`src/rtl/pc_fetch_sequencer_pkg.sv`:
```
// Shared types for the PC / fetch sequencer.
// Flag encodings match the address builder's instr_type->flag map.
package pc_fetch_sequencer_pkg;

    typedef enum logic [1:0] {
        FLAG_NONE   = 2'b00,
        FLAG_JAL    = 2'b01,
        FLAG_JALR   = 2'b10,
        FLAG_BRANCH = 2'b11
    } flag_e;

    typedef enum logic [2:0] {
        ST_IDLE    = 3'd0,
        ST_FETCH   = 3'd1,
        ST_DELIVER = 3'd2,
        ST_FLUSH   = 3'd3,
        ST_TRAP    = 3'd4
    } state_e;

    localparam logic [31:0] RESET_PC_DEF = 32'h0000_0000;
    localparam logic [31:0] ALIGN_MASK   = 32'hFFFF_FFFC;
    localparam logic [31:0] PC_STEP      = 32'd4;

endpackage

```
`src/rtl/pc_fetch_sequencer_redirect_resolve.sv`:
```
// Decides whether a redirect is taken and produces its word-aligned target.
// MISALIGN_TRAP_EN adds the misalign flag and the raw (bit0-cleared) target.
module pc_fetch_sequencer_redirect_resolve
    import pc_fetch_sequencer_pkg::*;
(
    input  logic        valid_i,
    input  logic [1:0]  flag_i,
    input  logic [31:0] target_i,
    input  logic        cond_i,
    output logic        taken_o,
    output logic [31:0] target_o
`ifdef MISALIGN_TRAP_EN
    ,
    output logic        misalign_o,
    output logic [31:0] raw_o
`endif
);

    flag_e       flag;
    logic [31:0] clean;

    // Taken decision; JALR drops bit 0 before anything looks at alignment
    always_comb begin
        flag    = flag_e'(flag_i);
        clean   = target_i;
        taken_o = 1'b0;
        unique case (flag)
            FLAG_JAL:    taken_o = valid_i;
            FLAG_JALR: begin
                taken_o = valid_i;
                clean   = {target_i[31:1], 1'b0};
            end
            FLAG_BRANCH: taken_o = valid_i & cond_i;
            default:     taken_o = 1'b0;
        endcase
        target_o = clean & ALIGN_MASK;
    end

`ifdef MISALIGN_TRAP_EN
    assign misalign_o = clean[1];
    assign raw_o      = clean;
`endif

endmodule

```
`src/rtl/pc_fetch_sequencer.sv`:
```
// Program counter owner and instruction fetch sequencer.
// Define MISALIGN_TRAP_EN to trap on misaligned redirect targets.
module pc_fetch_sequencer
    import pc_fetch_sequencer_pkg::*;
#(
    parameter logic [31:0] RESET_PC     = RESET_PC_DEF,
    parameter int          FLUSH_CYCLES = 2
) (
    input  logic        clk,
    input  logic        rst_n,
    input  logic        stall_i,
    input  logic        redirect_valid_i,
    input  logic [1:0]  flag_branch_i,
    input  logic [31:0] pc_target_i,
    input  logic        branch_taken_i,
    output logic        fetch_req_o,
    output logic [31:0] fetch_addr_o,
    input  logic        fetch_ack_i,
    input  logic [31:0] fetch_data_i,
    output logic        instr_valid_o,
    input  logic        instr_ready_i,
    output logic [31:0] instr_o,
    output logic [31:0] pc_o,
    output logic        flush_o,
    output logic        trap_o,
    output logic [31:0] trap_pc_o
);

    localparam int CW = $clog2(FLUSH_CYCLES + 1);

    state_e          state_q, state_d;
    logic [31:0]     pc_q, pc_d;
    logic            out_q, out_d;
    logic [31:0]     addr_q, addr_d;
    logic [31:0]     instr_q, instr_d;
    logic [31:0]     ipc_q, ipc_d;
    logic [CW-1:0]   cnt_q, cnt_d, cnt_nxt;

    logic            req;
    logic            ack;
    logic [31:0]     addr;
    logic            taken;
    logic            live;
    logic [31:0]     tgt;

`ifdef MISALIGN_TRAP_EN
    logic            misalign;
    logic [31:0]     raw_tgt;
    logic            trap_q, trap_d;
    logic [31:0]     tpc_q, tpc_d;
`endif

    pc_fetch_sequencer_redirect_resolve u_resolve (
        .valid_i    (redirect_valid_i),
        .flag_i     (flag_branch_i),
        .target_i   (pc_target_i),
        .cond_i     (branch_taken_i),
        .taken_o    (taken),
        .target_o   (tgt)
`ifdef MISALIGN_TRAP_EN
        ,
        .misalign_o (misalign),
        .raw_o      (raw_tgt)
`endif
    );

    // An issued request keeps its address until acked, whatever the PC does
    assign req  = out_q || (state_q == ST_FETCH && !stall_i);
    assign ack  = req && fetch_ack_i;
    assign addr = out_q ? addr_q : pc_q;
    assign live = (state_q == ST_FETCH) ||
                  (state_q == ST_DELIVER) ||
                  (state_q == ST_FLUSH);

    // Next-state, PC and request tracking; a taken redirect overrides all
    always_comb begin
        state_d = state_q;
        pc_d    = pc_q;
        out_d   = out_q;
        addr_d  = addr_q;
        instr_d = instr_q;
        ipc_d   = ipc_q;
        cnt_d   = cnt_q;
        cnt_nxt = (cnt_q != '0) ? cnt_q - CW'(1) : '0;
`ifdef MISALIGN_TRAP_EN
        trap_d  = trap_q;
        tpc_d   = tpc_q;
`endif

        if (req && !fetch_ack_i) begin
            out_d  = 1'b1;
            addr_d = addr;
        end else if (ack) begin
            out_d  = 1'b0;
        end

        unique case (state_q)
            ST_IDLE:    state_d = ST_FETCH;
            ST_FETCH: begin
                if (ack) begin
                    instr_d = fetch_data_i;
                    ipc_d   = addr;
                    state_d = ST_DELIVER;
                end
            end
            ST_DELIVER: begin
                if (instr_ready_i && !stall_i) begin
                    pc_d    = pc_q + PC_STEP;
                    state_d = ST_FETCH;
                end
            end
            ST_FLUSH: begin
                cnt_d = cnt_nxt;
                if (cnt_nxt == '0 && !out_d) begin
                    state_d = ST_FETCH;
                end
            end
            ST_TRAP:    state_d = ST_TRAP;
            default:    state_d = ST_IDLE;
        endcase

        if (taken && live) begin
`ifdef MISALIGN_TRAP_EN
            if (misalign) begin
                state_d = ST_TRAP;
                trap_d  = 1'b1;
                tpc_d   = raw_tgt;
            end else begin
                pc_d    = tgt;
                state_d = ST_FLUSH;
                cnt_d   = CW'(FLUSH_CYCLES);
            end
`else
            pc_d    = tgt;
            state_d = ST_FLUSH;
            cnt_d   = CW'(FLUSH_CYCLES);
`endif
        end
    end

    // State and datapath registers
    always_ff @(posedge clk or negedge rst_n) begin
        if (!rst_n) begin
            state_q <= ST_IDLE;
            pc_q    <= RESET_PC;
            out_q   <= 1'b0;
            addr_q  <= '0;
            instr_q <= '0;
            ipc_q   <= '0;
            cnt_q   <= '0;
        end else begin
            state_q <= state_d;
            pc_q    <= pc_d;
            out_q   <= out_d;
            addr_q  <= addr_d;
            instr_q <= instr_d;
            ipc_q   <= ipc_d;
            cnt_q   <= cnt_d;
        end
    end

`ifdef MISALIGN_TRAP_EN
    // Sticky trap record, cleared only by reset
    always_ff @(posedge clk or negedge rst_n) begin
        if (!rst_n) begin
            trap_q <= 1'b0;
            tpc_q  <= '0;
        end else begin
            trap_q <= trap_d;
            tpc_q  <= tpc_d;
        end
    end

    assign trap_o    = trap_q;
    assign trap_pc_o = tpc_q;
`else
    assign trap_o    = 1'b0;
    assign trap_pc_o = '0;
`endif

    assign fetch_req_o   = req;
    assign fetch_addr_o  = addr;
    assign instr_valid_o = (state_q == ST_DELIVER);
    assign instr_o       = instr_q;
    assign pc_o          = ipc_q;
    assign flush_o       = (state_q == ST_FLUSH);

endmodule

```
`config.mk`:
```
export PLATFORM = sky130hd
export DESIGN_NAME = pc_fetch_sequencer
export DESIGN_NICKNAME = d
export VERILOG_FILES = /design/src/rtl/pc_fetch_sequencer_pkg.sv /design/src/rtl/pc_fetch_sequencer_redirect_resolve.sv /design/src/rtl/pc_fetch_sequencer.sv
export SDC_FILE = /design/constraint.sdc
export NUM_CORES = 1
export LEC_CHECK = 0
export CAP_MARGIN = 20
export CORE_ASPECT_RATIO = 2
export CORE_MARGIN = 2
export CORE_UTILIZATION = 23
export CTS_CLUSTER_SIZE = 20
export DETAILED_ROUTE_END_ITERATION = 10
export PLACE_DENSITY = 0.45
export SYNTH_ARGS = -nofsm -noshare
export SYNTH_HDL_FRONTEND = slang
export SYNTH_HIERARCHICAL = 1
export SYNTH_SLANG_ARGS = --single-unit
```
`constraint.sdc`:
```
create_clock -name clk -period 2.04 [get_ports clk]
set_clock_uncertainty 0.15 [all_clocks]
set_input_delay 0.408 -clock clk [delete_from_list [all_inputs] [get_ports clk]]
set_output_delay 0.408 -clock clk [all_outputs]
set_load 0.01 [all_outputs]
```
# After elaboration in Yosys (flattened, before gate mapping)
# Cells that the tools add are included.
[word_totals]
input_bits = 73
ff_bits = 134
out_inout_bits = 132
[op_classes]
n_mux = 15
n_eq_ne = 10
n_addsub = 2
bitwise = 1
n_reduce_logical = 22
[op_table]
columns = ["operator", "count"]
rows = [
  ["32-bit 2-to-1 mux", 4],
  ["32-bit by 3-bit adder with 32-bit output, second input constant", 1],
  ["3-bit one-hot mux with 5 select lines", 1],
  ["3-bit 2-to-1 mux", 4],
  ["2-bit nonzero test", 4],
  ["3-bit by 2-bit == test with 1-bit output, second input constant", 2],
  ["1-bit logical AND", 6],
  ["2-bit 2-to-1 mux", 3],
  ["3-bit by 1-bit inequality test with 1-bit output, second input constant", 2],
  ["2-bit == test, second input constant", 2],
  ["2-bit AND reduction", 2],
  ["3-bit by 1-bit == test with 1-bit output, second input constant", 1],
  ["3-bit == test, second input constant", 1],
  ["1-bit logical NOT", 3],
  ["3-bit logical NOT", 1],
  ["1-bit logical OR", 3],
  ["3-bit by 2-bit inequality test with 1-bit output, second input constant", 1],
  ["3-bit AND reduction", 1],
  ["2-bit by 1-bit == test with 1-bit output, second input constant", 1],
  ["2-bit logical NOT", 1],
  ["1-bit 2-to-1 mux", 2],
  ["1-bit one-hot mux with 2 select lines", 1],
  ["2-bit OR reduction", 1],
  ["2-bit by 1-bit subtractor with 2-bit output, second input constant", 1],
  ["1-bit AND", 1],
]

# Depth between registers and ports, before layout
[logic_depth]
depth_word = 11
depth_mapped = 9

# Modules after synthesis
# The synthesis kept the hierarchy.
[by_module_without_submodules]
columns = ["mod", "seq_area_each_um2", "cells_per_inst", "n_inst", "area_each_um2"]
rows = [
  ["pc_fetch_sequencer", 3353.2, 611, 1, 6368.6],
  ["pc_fetch_sequencer_redirect_resolve", 0.0, 39, 1, 294.0],
]

# Worst setup path after synthesis
# OpenSTA, ideal clock, no wires.
[synth_path]
kind = "input to register"
start = "input flag_branch_i[0]"
end = "register pc_q[24]"
arrival_time_ns = 1.988
cell_stages = 7
slack_ns = -0.234
n_path_buf = 1
path_cell_list = "inv_1 ha_1 a21oi_1 nor3b_2 nor3b_1 clkbuf_1 o21ai_0"
[synth_via]
elab_chain_len = 6
elab_cells_between_ends = 10
[synth_rtl]
columns = ["item", "line", "text"]
rows = [
  ["from (decl)", "pc_fetch_sequencer.sv:13", "input logic [1:0] flag_branch_i,"],
  ["2-bit by 1-bit == test with 1-bit output / 2-bit == test (equally long branches)", "pc_fetch_sequencer_redirect_resolve.sv:27", "unique case (flag)"],
  ["2-bit OR reduction (no line)", "--", ""],
  ["1-bit one-hot mux with 2 select lines (*)", "pc_fetch_sequencer_redirect_resolve.sv:27", ""],
  ["named net taken", "pc_fetch_sequencer.sv:42", "logic taken;"],
  ["1-bit logical AND (*)", "pc_fetch_sequencer.sv:122", "if (taken && live) begin"],
  ["2-bit nonzero test (no line)", "--", ""],
  ["2-bit AND reduction (no line)", "--", ""],
  ["to (signal assigned)", "pc_fetch_sequencer.sv:153", "pc_q <= pc_d;"],
  ["to (decl)", "pc_fetch_sequencer.sv:32", "logic [31:0] pc_q, pc_d;"],
]
# The timed path passes the listed nets; every way through them passes the cells marked *.
# A chain may end at the register's enable or synchronous reset.

# Final worst setup path
[layout_path]
start = "register state_q[1]"
end = "register instr_q[24] (netlist: instr_o[24])"
[layout_via]
elab_chain_len = 5
[layout_rtl]
columns = ["item", "line", "text"]
rows = [
  ["from (decl)", "pc_fetch_sequencer.sv:31", "state_e state_q, state_d;"],
  ["from (signal assigned)", "pc_fetch_sequencer.sv:152", "state_q <= state_d;"],
  ["3-bit by 1-bit == test with 1-bit output (*)", "pc_fetch_sequencer.sv:68, pc_fetch_sequencer.sv:97", ""],
  ["1-bit logical AND", "pc_fetch_sequencer.sv:68", "assign req = out_q || (state_q == ST_FETCH && !stall_i);"],
  ["1-bit logical OR", "pc_fetch_sequencer.sv:68", ""],
  ["1-bit logical AND", "pc_fetch_sequencer.sv:69", "assign ack = req && fetch_ack_i;"],
  ["2-bit AND reduction (no line) (*)", "--", ""],
  ["to (signal assigned)", "pc_fetch_sequencer.sv:156", "instr_q <= instr_d;"],
  ["to (decl)", "pc_fetch_sequencer.sv:35", "logic [31:0] instr_q, instr_d;"],
]
# Mark *: on every way between the ends. The rest lies on a longest branch, timed or not.

==> impl_metrics.tcl <==
set metrics [dict create \
    p_int_w 0.0103 \
    drive_above_1_share_pct 37.6 \
    die_x_um 124 \
    critical_path.max_fanout 14 \
    worst_slack_ns -0.156 \
    violations "setup timing" \
    grt_max_degree 50 \
    crit_path_end_kind "flip-flop" \
    drtIter0Drc 152 \
    switchingPower_w 0.00511 \
    leakage_nw 4.94 \
    layout_commonest_cell "dfrtp_1" \
    place_area_um2 9030 \
    clk_latency_ns 0.44 \
    drt-pass1-iter-count 4 \
    layout.nets 982 \
    grt_overflow_total 0 \
    avgSynthCellArea_um2 10.3 \
    die_y_um 245 \
    core_region_area_um2 28600 \
    cts.sinks 134 \
    postRouteAntennaNets 0 \
    async_flop_share_pct 100 \
    port_buffers 169 \
    stdcell_area_um2 10900 \
    clkTransAtPathRegs_ns 0.06 \
    critPathArrivalTime_ns 2.36 \
    power_w 0.0154 \
    hold_viol 0 \
    p_sw_share_pct 33.2 \
    cts-root-buf "clkbuf_16" \
    rsz0062_at_grt "true" \
    ys_seq_area_share_pct 50.3 \
    p_seq_share_pct 30.7 \
    hold_ws_ns 0.308 \
    synth-edff-count 0 \
    yosys_warnings 6 \
    slew_violations 0 \
    initial_core_util_pct 23.3 \
    fmaxAchievable_ghz 0.455 \
    grt.total_usage_pct 13.0 \
    drt-total-wl_um 20600 \
    setup_viol 99 \
    drv_cap 0 \
    setup.worst_path.class "reg2reg" \
    dp_hpwl_um 13400 \
    vias 5329 \
    gp_congestion 0.728 \
    pwr_density_cell_nw_per_um2 1410 \
    ys_types 42 \
    synth-main-ff-cell "dfrtp_1" \
    die_area_um2 30400 \
    synthToLayoutAreaGrowth_pct 63.6 \
    std_cell_rows 88 \
    ios 205 \
    dp.cells 1192 \
    final_cells 1279 \
    grt_pass1_wl_um 31000 \
    grt_pass1_vias 5519 \
    comb_power_share_pct 47.2 \
    drt-vias-per-instance 4.17 \
    numCtsBuffers 17 \
    finalCriticalPeriod_ns 2.20 \
    remaining_drc_errors 0 \
    critPathLaunchType "flip-flop" \
    synthesis.area_um2 6660 \
    final_cell_mix "dfrtp_1 (132), clkdlybuf4s50_1 (130), buf_4 (81)" \
    min_period_over_period_pct 108 \
    synthCells 650 \
    cts_buffer_depth 2 \
    antenna_found_initial 0 \
    synth-seq-cells 134 \
    avgRoutedWirePerCell_um 16.1 \
    outcome "finished, violations left" \
    clockPowerShare_pct 22.1 \
    ir_drop_mv 0.677 \
    fillCellCount 2831 \
    h-tree-depth 4 \
    critPathRequiredTime_ns 2.20 \
    diodes 0 \
    cts_tree "built" \
    min_path_type "in2async" \
]
## power groups by stage
stage	clock [W]	combinational [W]	sequential, W
2_1_floorplan	0	0.00247	0.00470
3_3_place_gp	0	0.00588	0.00443
3_5_place_dp	0	0.00591	0.00449
4_1_cts	0.00351	0.00674	0.00460
5_1_grt	0.00361	0.00786	0.00486
6_report	0.00339	0.00726	0.00471
## kinds of logic after synthesis
logic type,share of synthesized area (%)
AO/OA/AOI/OAI,7.93
XOR/XNOR,3.15
adder cells (fa/ha/maj),0.563
buffers and inverters,12.4
flip-flops,50.3
multiplexers,12.2
other,0.113
AND/OR/NAND/NOR,13.3
## path summary, 6_finish.rpt
path,slack (ns),end,startpoint,cells past startpoint
setup / recovery,-0.16,instr_o[24],state_q[1],6
hold / removal,0.31,instr_o[20],rst_n,2
setup reg to reg,-0.16,instr_o[24],state_q[1],6
hold reg to reg,0.34,pc_o[12],pc_o[12],2
max in group asynchronous,0.81,out_q,rst_n,3
min in group clk,0.34,pc_o[12],pc_o[12],2
## Yosys cell counts (3+ instances only)
cell      number  share of area, %
buf_2          4              0.30
and2_1         3              0.28
o21ai_0       56               4.2
nor4_1         4              0.38
a21oi_1        6              0.45
buf_1          3              0.17
dfrtp_1      134                50
xor2_1        14               1.8
clkbuf_1      17              0.96
nand4_1       12               1.1
nand3_1       11              0.83
buf_4         66               7.4
ha_1           3              0.56
o21ai_1       33               2.5
mux2i_1       33               5.0
xnor2_1       10               1.3
mux2_4        32               7.2
nor3_1         8              0.60
inv_1         39               2.2
nand2_1      103               5.8
and3_1         6              0.56
buf_6          8               1.4
nor2_1        15              0.85
and4_1         5              0.66
## sequential cells by signal, indices dropped and copies added (netlist names)
register	cells
pc_o	32
pc_q	32
instr_o	32
out_q	1
cnt_q	2
state_q	3
addr_q	32
## area by class of cell
cell class / count / area (um2) / share of cell area, %
sequential: 134 / 3360 / 30.8
clock buffer: 24 / 502 / 4.60
inverter: 39 / 159 / 1.46
timing repair buffer: 301 / 3000 / 27.5
clock inverter: 8 / 143 / 1.31
multi-input combinational: 413 / 3290 / 30.2
tap: 360 / 450 / 4.13
## worst max-delay path, stage by stage (launching register included)
cell and delay, ns:
dfrtp_1 0.41, buf_6 0.13, nor4b_4 0.26, nor2_4 0.07, or4_4 0.53, buf_12 0.21
mux2_4 0.30
## metrics by stage
stage / util (%) / setup slack, ns / TNS, ns
final: 38.1 / -0.156 / -10.47
after global routing: 38.1 / -0.218 / -16.48
after CTS: 36.2 / -0.219 / -8.91
after detailed placement: 31.5 / -0.578 / -55.05
after global placement: 31.5 / -0.568 / -49.86
after floorplan: - / -0.0796 / -1.10
## what timing repair did
item                                    CTS  global route
buffers inserted                         40            11
hold buffers                              1             0
pin swaps                                 6            28
hold endpoints to repair                 36             0
resized for setup                       246           106
endpoints found under the setup margin   85           140
cloned                                    3             7
## per-layer routing
| layer | track usage [%] | share of wire (%) | up-vias |
|---|---|---|---|
| met5 | 0 | 0 | - |
| met4 | 5.09 | 2.4 | 0 |
| met3 | 3.42 | 4.8 | 27 |
| met2 | 20.9 | 49 | 178 |
| met1 | 16.8 | 44 | 2533 |
| li1 | - | - | 2591 |
No activity file was read; power rests on OpenSTA's default activity.
